<file path="config.mk">
export PLATFORM = sky130hd
export DESIGN_NAME = bridge_req_arbiter_flat
export DESIGN_NICKNAME = d
export VERILOG_FILES = /design/src/rtl/bridge_req_arbiter_pkg.sv /design/src/rtl/bridge_req_arbiter_if.sv /design/src/rtl/bridge_req_arbiter_rr_pick.sv /design/src/rtl/bridge_req_arbiter.sv /design/src/flat_wrapper.sv
export SDC_FILE = /design/constraint.sdc
export NUM_CORES = 1
export LEC_CHECK = 0
export ABC_AREA = 1
export BUFFER_PORTS_ARGS = -buffer_cell sky130_fd_sc_hd__clkbuf_2
export CAP_MARGIN = 20
export CORE_AREA = 2 2 415 417
export CTS_CLUSTER_DIAMETER = 60
export DETAILED_ROUTE_END_ITERATION = 6
export DIE_AREA = 0 0 417 419
export PLACE_DENSITY_LB_ADDON = 0.2
export RECOVER_POWER = 100
export SLEW_MARGIN = 20
export SYNTH_ARGS = -nofsm -noshare
export SYNTH_HDL_FRONTEND = slang
export SYNTH_SLANG_ARGS = --single-unit
</file>
<file path="constraint.sdc">
create_clock -name clk -period 2.42 [get_ports clk]
set_input_delay 0 -clock clk [delete_from_list [all_inputs] [get_ports clk]]
set_output_delay 0 -clock clk [all_outputs]
set_load 0.02 [all_outputs]
</file>
<file path="src/rtl/bridge_req_arbiter_pkg.sv">
// Shared bridge types: command word, parameter block and arbiter state encoding.
package bridge_req_arbiter_pkg;

  localparam int unsigned WORD_W  = 16;
  localparam int unsigned PARAM_W = 128;

  typedef logic [WORD_W-1:0]  bridge_word_t;
  typedef logic [PARAM_W-1:0] bridge_param_t;

  typedef enum logic [1:0] {
    ST_IDLE,
    ST_ISSUE,
    ST_WAIT,
    ST_RETIRE
  } arb_state_t;

endpackage

</file>
<file path="src/rtl/bridge_req_arbiter_if.sv">
// Requester-side and driver-side request channel bundle of the bridge arbiter.
interface bridge_req_arbiter_if
  import bridge_req_arbiter_pkg::*;
#(
  parameter int unsigned N_REQ = 4
);

  logic          [N_REQ-1:0] up_valid;
  bridge_word_t  [N_REQ-1:0] up_word;
  bridge_param_t [N_REQ-1:0] up_param;
  logic          [N_REQ-1:0] up_done;
  logic          [N_REQ-1:0] up_grant;
  bridge_word_t              up_progress;
  bridge_word_t              up_result;
  bridge_param_t             up_response;

  logic                      down_valid;
  bridge_word_t              down_word;
  bridge_param_t             down_param;
  bridge_word_t              down_progress;
  logic                      down_done;
  bridge_word_t              down_result;
  bridge_param_t             down_response;

  // Arbiter view
  modport master (
    input  up_valid, up_word, up_param,
    output up_done, up_grant, up_progress, up_result, up_response,
    output down_valid, down_word, down_param,
    input  down_progress, down_done, down_result, down_response
  );

  // Requesters plus driver view
  modport slave (
    output up_valid, up_word, up_param,
    input  up_done, up_grant, up_progress, up_result, up_response,
    input  down_valid, down_word, down_param,
    output down_progress, down_done, down_result, down_response
  );

endinterface

</file>
<file path="src/rtl/bridge_req_arbiter_rr_pick.sv">
// Round-robin winner search: first set request at or after ptr, wrapping modulo N_REQ.
module bridge_rr_pick
  import bridge_req_arbiter_pkg::*;
#(
  parameter  int unsigned N_REQ = 4,
  localparam int unsigned IDX_W = $clog2(N_REQ)
) (
  input  logic [N_REQ-1:0] req,
  input  logic [IDX_W-1:0] ptr,
  output logic             found_c,
  output logic [IDX_W-1:0] idx_c
);

  logic [IDX_W-1:0] cand;

  always_comb begin
    found_c = 1'b0;
    idx_c   = '0;
    cand    = '0;
    for (int unsigned k = 0; k < N_REQ; k++) begin
      cand = IDX_W'((32'(ptr) + k) % N_REQ);
      if (!found_c && req[cand]) begin
        found_c = 1'b1;
        idx_c   = cand;
      end
    end
  end

endmodule

</file>
<file path="src/rtl/bridge_req_arbiter.sv">
// Round-robin sharing of the bridge driver request channel; one command in flight,
// completion routed back to the granted requester only.
module bridge_req_arbiter
  import bridge_req_arbiter_pkg::*;
#(
  parameter  int unsigned N_REQ = 4,
  localparam int unsigned IDX_W = $clog2(N_REQ)
) (
  input  logic                 clk,
  input  logic                 reset,
  bridge_req_arbiter_if.master bus,
  output logic                 busy
);

  arb_state_t       state, state_next;
  logic             found;
  logic [IDX_W-1:0] pick_idx;
  logic [IDX_W-1:0] grant_idx, grant_idx_nxt;
  logic [IDX_W-1:0] rr_ptr, rr_ptr_nxt;

  logic [N_REQ-1:0] up_done_q, up_done_nxt;
  logic [N_REQ-1:0] up_grant_q, up_grant_nxt;
  bridge_word_t     up_progress_q, up_progress_nxt;
  bridge_word_t     up_result_q, up_result_nxt;
  bridge_param_t    up_response_q, up_response_nxt;
  logic             down_valid_q, down_valid_nxt;
  bridge_word_t     down_word_q, down_word_nxt;
  bridge_param_t    down_param_q, down_param_nxt;
  logic             busy_nxt;

  bridge_rr_pick #(.N_REQ(N_REQ)) u_pick (
    .req    (bus.up_valid),
    .ptr    (rr_ptr),
    .found_c(found),
    .idx_c  (pick_idx)
  );

  always_ff @(posedge clk) begin
    if (reset) state <= ST_IDLE;
    else       state <= state_next;
  end

  always_comb begin
    state_next = state;
    case (state)
      ST_IDLE:   if (found) state_next = ST_ISSUE;
      ST_ISSUE:  state_next = ST_WAIT;
      ST_WAIT:   if (bus.down_done) state_next = ST_RETIRE;
      ST_RETIRE: state_next = ST_IDLE;
      default:   state_next = ST_IDLE;
    endcase
  end

  // Outputs are registered from next-state so they line up with the state they belong to
  always_comb begin
    grant_idx_nxt   = grant_idx;
    rr_ptr_nxt      = rr_ptr;
    up_done_nxt     = '0;
    up_progress_nxt = up_progress_q;
    up_result_nxt   = up_result_q;
    up_response_nxt = up_response_q;
    down_word_nxt   = down_word_q;
    down_param_nxt  = down_param_q;
    down_valid_nxt  = (state_next == ST_ISSUE);
    busy_nxt        = (state_next != ST_IDLE);
    case (state)
      ST_IDLE: begin
        if (found) begin
          grant_idx_nxt  = pick_idx;
          down_word_nxt  = bus.up_word[pick_idx];
          down_param_nxt = bus.up_param[pick_idx];
        end
      end
      ST_WAIT: begin
        up_progress_nxt = bus.down_progress;
        if (bus.down_done) begin
          up_result_nxt   = bus.down_result;
          up_response_nxt = bus.down_response;
          up_done_nxt     = N_REQ'(1) << grant_idx;
          rr_ptr_nxt      = (grant_idx == IDX_W'(N_REQ - 1)) ? '0 : grant_idx + IDX_W'(1);
        end
      end
      ST_RETIRE: up_progress_nxt = '0;
      default: ;
    endcase
    up_grant_nxt = (state_next == ST_IDLE) ? '0 : N_REQ'(1) << grant_idx_nxt;
  end

  always_ff @(posedge clk) begin
    if (reset) begin
      grant_idx     <= '0;
      rr_ptr        <= '0;
      up_done_q     <= '0;
      up_grant_q    <= '0;
      up_progress_q <= '0;
      up_result_q   <= '0;
      up_response_q <= '0;
      down_valid_q  <= 1'b0;
      down_word_q   <= '0;
      down_param_q  <= '0;
      busy          <= 1'b0;
    end else begin
      grant_idx     <= grant_idx_nxt;
      rr_ptr        <= rr_ptr_nxt;
      up_done_q     <= up_done_nxt;
      up_grant_q    <= up_grant_nxt;
      up_progress_q <= up_progress_nxt;
      up_result_q   <= up_result_nxt;
      up_response_q <= up_response_nxt;
      down_valid_q  <= down_valid_nxt;
      down_word_q   <= down_word_nxt;
      down_param_q  <= down_param_nxt;
      busy          <= busy_nxt;
    end
  end

  assign bus.up_done     = up_done_q;
  assign bus.up_grant    = up_grant_q;
  assign bus.up_progress = up_progress_q;
  assign bus.up_result   = up_result_q;
  assign bus.up_response = up_response_q;
  assign bus.down_valid  = down_valid_q;
  assign bus.down_word   = down_word_q;
  assign bus.down_param  = down_param_q;

endmodule

</file>
<file path="src/flat_wrapper.sv">
// flat-port wrapper written by rule: the top's interface ports become plain ports
module bridge_req_arbiter_flat import bridge_req_arbiter_pkg::*;
#(
  parameter  int unsigned N_REQ = 4,
  localparam int unsigned IDX_W = $clog2(N_REQ)
)
  (clk, reset, busy, bus_up_valid, bus_up_word, bus_up_param, bus_up_done, bus_up_grant, bus_up_progress, bus_up_result, bus_up_response, bus_down_valid, bus_down_word, bus_down_param, bus_down_progress, bus_down_done, bus_down_result, bus_down_response);
  bridge_req_arbiter_if #(.N_REQ(N_REQ)) bus_i ();
  input  logic clk;
  input  logic reset;
  output logic busy;
  input wire logic [$bits(bus_i.up_valid)-1:0] bus_up_valid;
  input wire logic [$bits(bus_i.up_word)-1:0] bus_up_word;
  input wire logic [$bits(bus_i.up_param)-1:0] bus_up_param;
  output wire logic [$bits(bus_i.up_done)-1:0] bus_up_done;
  output wire logic [$bits(bus_i.up_grant)-1:0] bus_up_grant;
  output wire logic [$bits(bus_i.up_progress)-1:0] bus_up_progress;
  output wire logic [$bits(bus_i.up_result)-1:0] bus_up_result;
  output wire logic [$bits(bus_i.up_response)-1:0] bus_up_response;
  output wire logic [$bits(bus_i.down_valid)-1:0] bus_down_valid;
  output wire logic [$bits(bus_i.down_word)-1:0] bus_down_word;
  output wire logic [$bits(bus_i.down_param)-1:0] bus_down_param;
  input wire logic [$bits(bus_i.down_progress)-1:0] bus_down_progress;
  input wire logic [$bits(bus_i.down_done)-1:0] bus_down_done;
  input wire logic [$bits(bus_i.down_result)-1:0] bus_down_result;
  input wire logic [$bits(bus_i.down_response)-1:0] bus_down_response;
  assign bus_i.up_valid = bus_up_valid;
  assign bus_i.up_word = bus_up_word;
  assign bus_i.up_param = bus_up_param;
  assign bus_up_done = bus_i.up_done;
  assign bus_up_grant = bus_i.up_grant;
  assign bus_up_progress = bus_i.up_progress;
  assign bus_up_result = bus_i.up_result;
  assign bus_up_response = bus_i.up_response;
  assign bus_down_valid = bus_i.down_valid;
  assign bus_down_word = bus_i.down_word;
  assign bus_down_param = bus_i.down_param;
  assign bus_i.down_progress = bus_down_progress;
  assign bus_i.down_done = bus_down_done;
  assign bus_i.down_result = bus_down_result;
  assign bus_i.down_response = bus_down_response;
  bridge_req_arbiter #(.N_REQ(N_REQ)) u_core (.clk(clk), .reset(reset), .bus(bus_i), .busy(busy));
endmodule
</file>
== Yosys cells after proc, flatten, opt, wreduce, memory -nomap -nowiden ==
Index checks and enable logic that the tools add are counted.
Word-level totals
  bits in registers: 320
Cells by class
  add/subtract/negate cells: 4
  $lt $le $gt $ge: 5
  eq/ne operators: 5
  shift operators: 2
  mux-type cells: 27
  bitwise logic cells: 2
  reductions and logical operators: 14
Operators with widths (count)
  128-bit binary-select mux with 2-bit select: 1
  128-bit 2-to-1 mux: 1
  16-bit binary-select mux with 2-bit select: 1
  16-bit case mux with 2 select lines: 1
  2-bit 2-to-1 mux: 9
  16-bit 2-to-1 mux: 1
  2-bit by 3-bit < comparator with 1-bit output, second input constant: 5
  1-bit binary-select mux with 2-bit select: 4
  1-bit 2-to-1 mux: 8
  2-bit case mux with 4 select lines: 1
  1-bit by 2-bit << shifter with 4-bit output, first input constant: 2
  2-bit == test, second input constant: 3
  2-bit by 1-bit adder with 2-bit output, second input constant: 2
  2-bit adder, second input constant: 2
  2-bit by 1-bit == test with 1-bit output, second input constant: 2
  2-bit logical NOT: 2
  2-bit AND reduction: 2
  2-bit nonzero test: 2
  1-bit logical AND: 3
  1-bit logical NOT: 3
  3-bit OR reduction: 1
  1-bit inverter: 2
  2-bit OR reduction: 1

== Logic depth before layout (Yosys ltp) ==
  word-level depth: 16
  depth in mapped cells: 16
  gate-level depth less buffers: 15

== Hierarchy ==
Synthesis repeated with hierarchy kept, for this count alone.
Unflattened totals
  cells, all modules: 3214
  area, all modules: 18476.5 µm²
By module, submodules not included
  bridge_req_arbiter: times used 1, cells an instance 3155, area an instance 18157.4 µm², sequential area each 6406.1 µm²
  bridge_rr_pick: times used 1, cells an instance 59, area an instance 319.1 µm², sequential area each 0.0 µm²

== Least setup slack after synthesis ==
No wires, ideal clock.
  path kind: register to register
  start point: reg u_core.rr_ptr[0]
  end point: reg u_core.down_param_q[65], in the netlist u_core.bus.down_param[65]
  setup time: 114 ps
  arrival time: 1770 ps
  data required time: 2306 ps
  slack: 537 ps
  cell stages (with the launch flop): 13
  path through: dfxtp_1 > buf_4 > nand2_1 > nand3_1 > nand2_2 > nor2_4 > nand4_1 > a21oi_2 > buf_4 > buf_6 > nand2_1 > a21oi_1 > nor2_1
Between the ends
  word-level cells in the longest chain between the ends: 14
RTL lines
  from (decl): line bridge_req_arbiter.sv:19  | logic [IDX_W-1:0] rr_ptr, rr_ptr_nxt;
  from (signal assigned): line bridge_req_arbiter.sv:104  | rr_ptr <= rr_ptr_nxt;
  branches (longest 14 deep; another with 2-bit by 1-bit adder with 2-bit output)
  to (signal assigned): line bridge_req_arbiter.sv:112  | down_param_q <= down_param_nxt;
  to (decl): line bridge_req_arbiter.sv:28  | bridge_param_t down_param_q, down_param_nxt;
Several ways; the timed one is not identified. The select of a mux whose other input is x is not followed.
A chain may end at the register's enable or synchronous reset.

== Worst setup path in the final report ==
  start point: reg u_core.rr_ptr[0]
  end point: reg u_core.down_param_q[6], in the netlist u_core.bus.down_param[6]
The elaborated chain is that of the path after synthesis.

==> impl_metrics.csv <==
group,metric,value,unit
sta,slew_violations,0,
global_routing,grt_pass1_vias,25600,
sta,skew,41.3,ps
sta,worst_pin_slew,970,ps
yosys,synthTopCellsByCount,"nand2_1, nor2_1, dfxtp_1",
yosys,synth_mux_area_share,0,%
yosys,synthesis.area,17000,um^2
routing,totalWireLength,121000,um
yosys,syn_inst,2754,
yosys,yosysWarnings,0,
clock_tree,cts_num_sinks,320,
yosys,yosysUniqueCellTypes,25,
routing,final_antenna_net_count,0,
yosys,syn_nets,3502,
yosys,syn_avg_cell_area,6.16,um^2
yosys,yosysTopAreaCell,"dfxtp_1",
yosys,synth-edff-count,0,
setup_path,required,2970,ps
routing,drc,0,
setup_path,cp.arrival,2890,ps
sta,period_share,96.9,%
clock_tree,clk_latency,680,ps
yosys,synth.area.top_cells,"dfxtp_1, nand2_1, nor2_1",
global_routing,antenna_found_initial,19,
clock_tree,cts.clk_slew.worst_paths,60,ps
floorplan,die_y,419,um
yosys,synth.most_common_cell,"nand2_1",
global_routing,grt_util_all_layers,12.6,%
setup_path,worstSetupEndpointType,"flip-flop",
routing,vias_per_cell,3.65,
placement,place_congestion,0.891,
final_layout,regArea,6410,um^2
power,power_leakage,16.6,nW
final_layout,drive_gt1_share,22.9,%
floorplan,initial_core_util,9.94,%
clock_tree,root_buffer,"clkbuf_16",
global_routing,grt_max_degree,103,
floorplan,fp-row-count,152,
setup_path,cp-start-kind,"flip-flop",
power,peakVddDrop,0.000554,V
clock_tree,cts_tree,"yes",
yosys,synth_top_family_by_area,"simple AND/OR/NAND/NOR gates",
placement,dp_hpwl,89700,um
global_routing,overflow,0,
clock_tree,numCtsBuffers,61,
routing,first_pass_iters,7,
clock_tree,cts_buffer_depth,3,
yosys,synthXorXnorAreaFrac,0,%
final_layout,final_nets,5357,
final_layout,final_cells,6901,
floorplan,io_pins,1057,
clock_tree,cts_max_level,2,
routing,drt_iter0_markers,1553,
yosys,async_flop_share,0,%
global_routing,grt_pass1_wl,166000,um
routing,vias,25200,
setup_path,critical_path.top_delay_family,"simple AND/OR/NAND/NOR gates",
hold_path,hold_class,"in2reg",
floorplan,dieArea,175000,um^2
setup_path,path_buf_inv,5,
placement,pre_cts_ws,-223,ps
sta,max_slew_margin,35.3,%
setup_path,crit_type,"reg2reg",
sta,fin_ws,76.2,ps
placement,io_buffers,1056,
sta,min_period,2340,ps
run_status,status,"complete, no violations",
yosys,synthFlopType,"dfxtp_1",
yosys,ys_seq_area_share,37.8,%
run,cap_violations,0,
power,p_per_area,1100,nW/um^2
final_layout,syn2layout_area_growth,111,%
yosys,synth_compound_area_share,7.18,%
final_layout,layout.filler_cells,19600,
sta,fmax,427,MHz
setup_path,crit_slowest_cell,"dfxtp_4",
routing,wire_per_inst,17.5,um
final_layout,final_util,21.0,%
power,total_power,0.0393,W
sta,setup_violations,0,
setup_path,cp_cell_sequence,"buf_4 > nand2_2 > nand2_4 > nand2_2 > nand2_2 > nor2_4 > nand3b_1 > nand2_4 > buf_6 > inv_6 > buf_12 > clkbuf_16 > nor2_1 > nor2_1 > nand2_1 > nor2_1",
setup_path,critPathMaxFanout,18,
sta,finalSetupTns,0,ps
yosys,synth-seq-cells,320,
placement,dp_cells,5993,
sta,hold_viol,0,
yosys,synth_fa_ha_area_share,0.369,%
floorplan,core_area,171000,um^2
setup_path,max_stage_delay,360,ps
yosys,synthDominantCellAreaShare,37.8,%
floorplan,die_w,417,um
yosys,synth-simple-area-share,44.5,%
final_layout,multi_input_area,9020,um^2
-- cells by family (layout without fill, tap and decap cells) --
kind of cell	count (synthesis)	after routing
adder cells (fa/ha/maj)	5	5
AND/OR/NAND/NOR	1780	1780
buffers and inverters	407	2312
flip-flops	320	320
AO/OA/AOI/OAI	242	242
other	0	9
-- worst register-to-register path: cells and delay by family, from the launching register on --
kind                   cells  cell delay, ps
buffers and inverters      5             810
AND/OR/NAND/NOR           11            1090
flip-flops                 1             360
-- layer usage --
metal,track usage [%],share of wire (%)
met1,14.6,40
met4,4.52,3.7
met3,3.21,6.8
met2,22.2,50
met5,0,0.066
-- worst paths after layout --
check / startpoint / end / slack [ps] / cells past startpoint
worst min-delay path: bus_up_param[102] / u_core.bus.down_param[102] / 100 / 4
worst max-delay path: u_core.rr_ptr[0] / u_core.bus.down_param[6] / 80 / 16
worst max register to register: u_core.rr_ptr[0] / u_core.bus.down_param[6] / 80 / 16
worst min register to register: u_core.bus.up_result[0] / u_core.bus.up_result[0] / 480 / 2
-- sequential cells by signal, summed over array words and instances, names as in the netlist, 2 cells and up --
register	flops
u_core.bus.down_param	128
u_core.bus.up_response	128
u_core.bus.down_word	16
u_core.bus.up_progress	16
u_core.bus.up_result	16
u_core.bus.up_done	4
u_core.bus.up_grant	4
u_core.grant_idx	2
u_core.rr_ptr	2
u_core.state	2
-- per-stage QoR --
step	area [um^2]	hold slack, ps
4_1_cts	35500	6.24
5_1_grt	35800	65.7
6_report	35800	97.4
2_1_floorplan	17000	136
3_3_place_gp	25800	228
3_5_place_dp	25800	233
-- cells in the final DEF (no fill, tap or decap), drive strengths merged --
master and n:
bufinv 6, clkbuf 1151, ha 5, nand3b 114
clkinv 11, buf 159, nor3 2, diode 9
o21ai 150, a21oi 91, nand3 313, nand4 1
o31ai 1, nor2 629, inv 214, dfxtp 320
clkinvlp 8, dlygate4sd3 763, nand2 721
-- report_power, final --
part	internal (W)	total, W	switching, W
Clock	0.00565	0.00899	0.00334
Combinational	0.00836	0.0225	0.0141
Sequential	0.00687	0.00781	0.000947
-- cell type report --
type	count	share of cell area, %
inverter	208	2.23
timing repair buffer	1991	40.9
tap	2233	7.81
antenna	9	0.0629
clock inverter	31	1.08
sequential	320	17.9
clock buffer	82	4.82
multi-input combinational	2027	25.2
-- repair_timing --
action / in CTS / in global routing
hold buffers: 763 / 0
gates resized for setup: 8 / 57
setup buffers: 0 / 11
endpoints found under the hold margin: 319 / 0
gates cloned: 0 / 13
pin swaps: 0 / 21
setup endpoints to repair: 29 / 136
No activity file was read; power rests on OpenSTA's default activity.
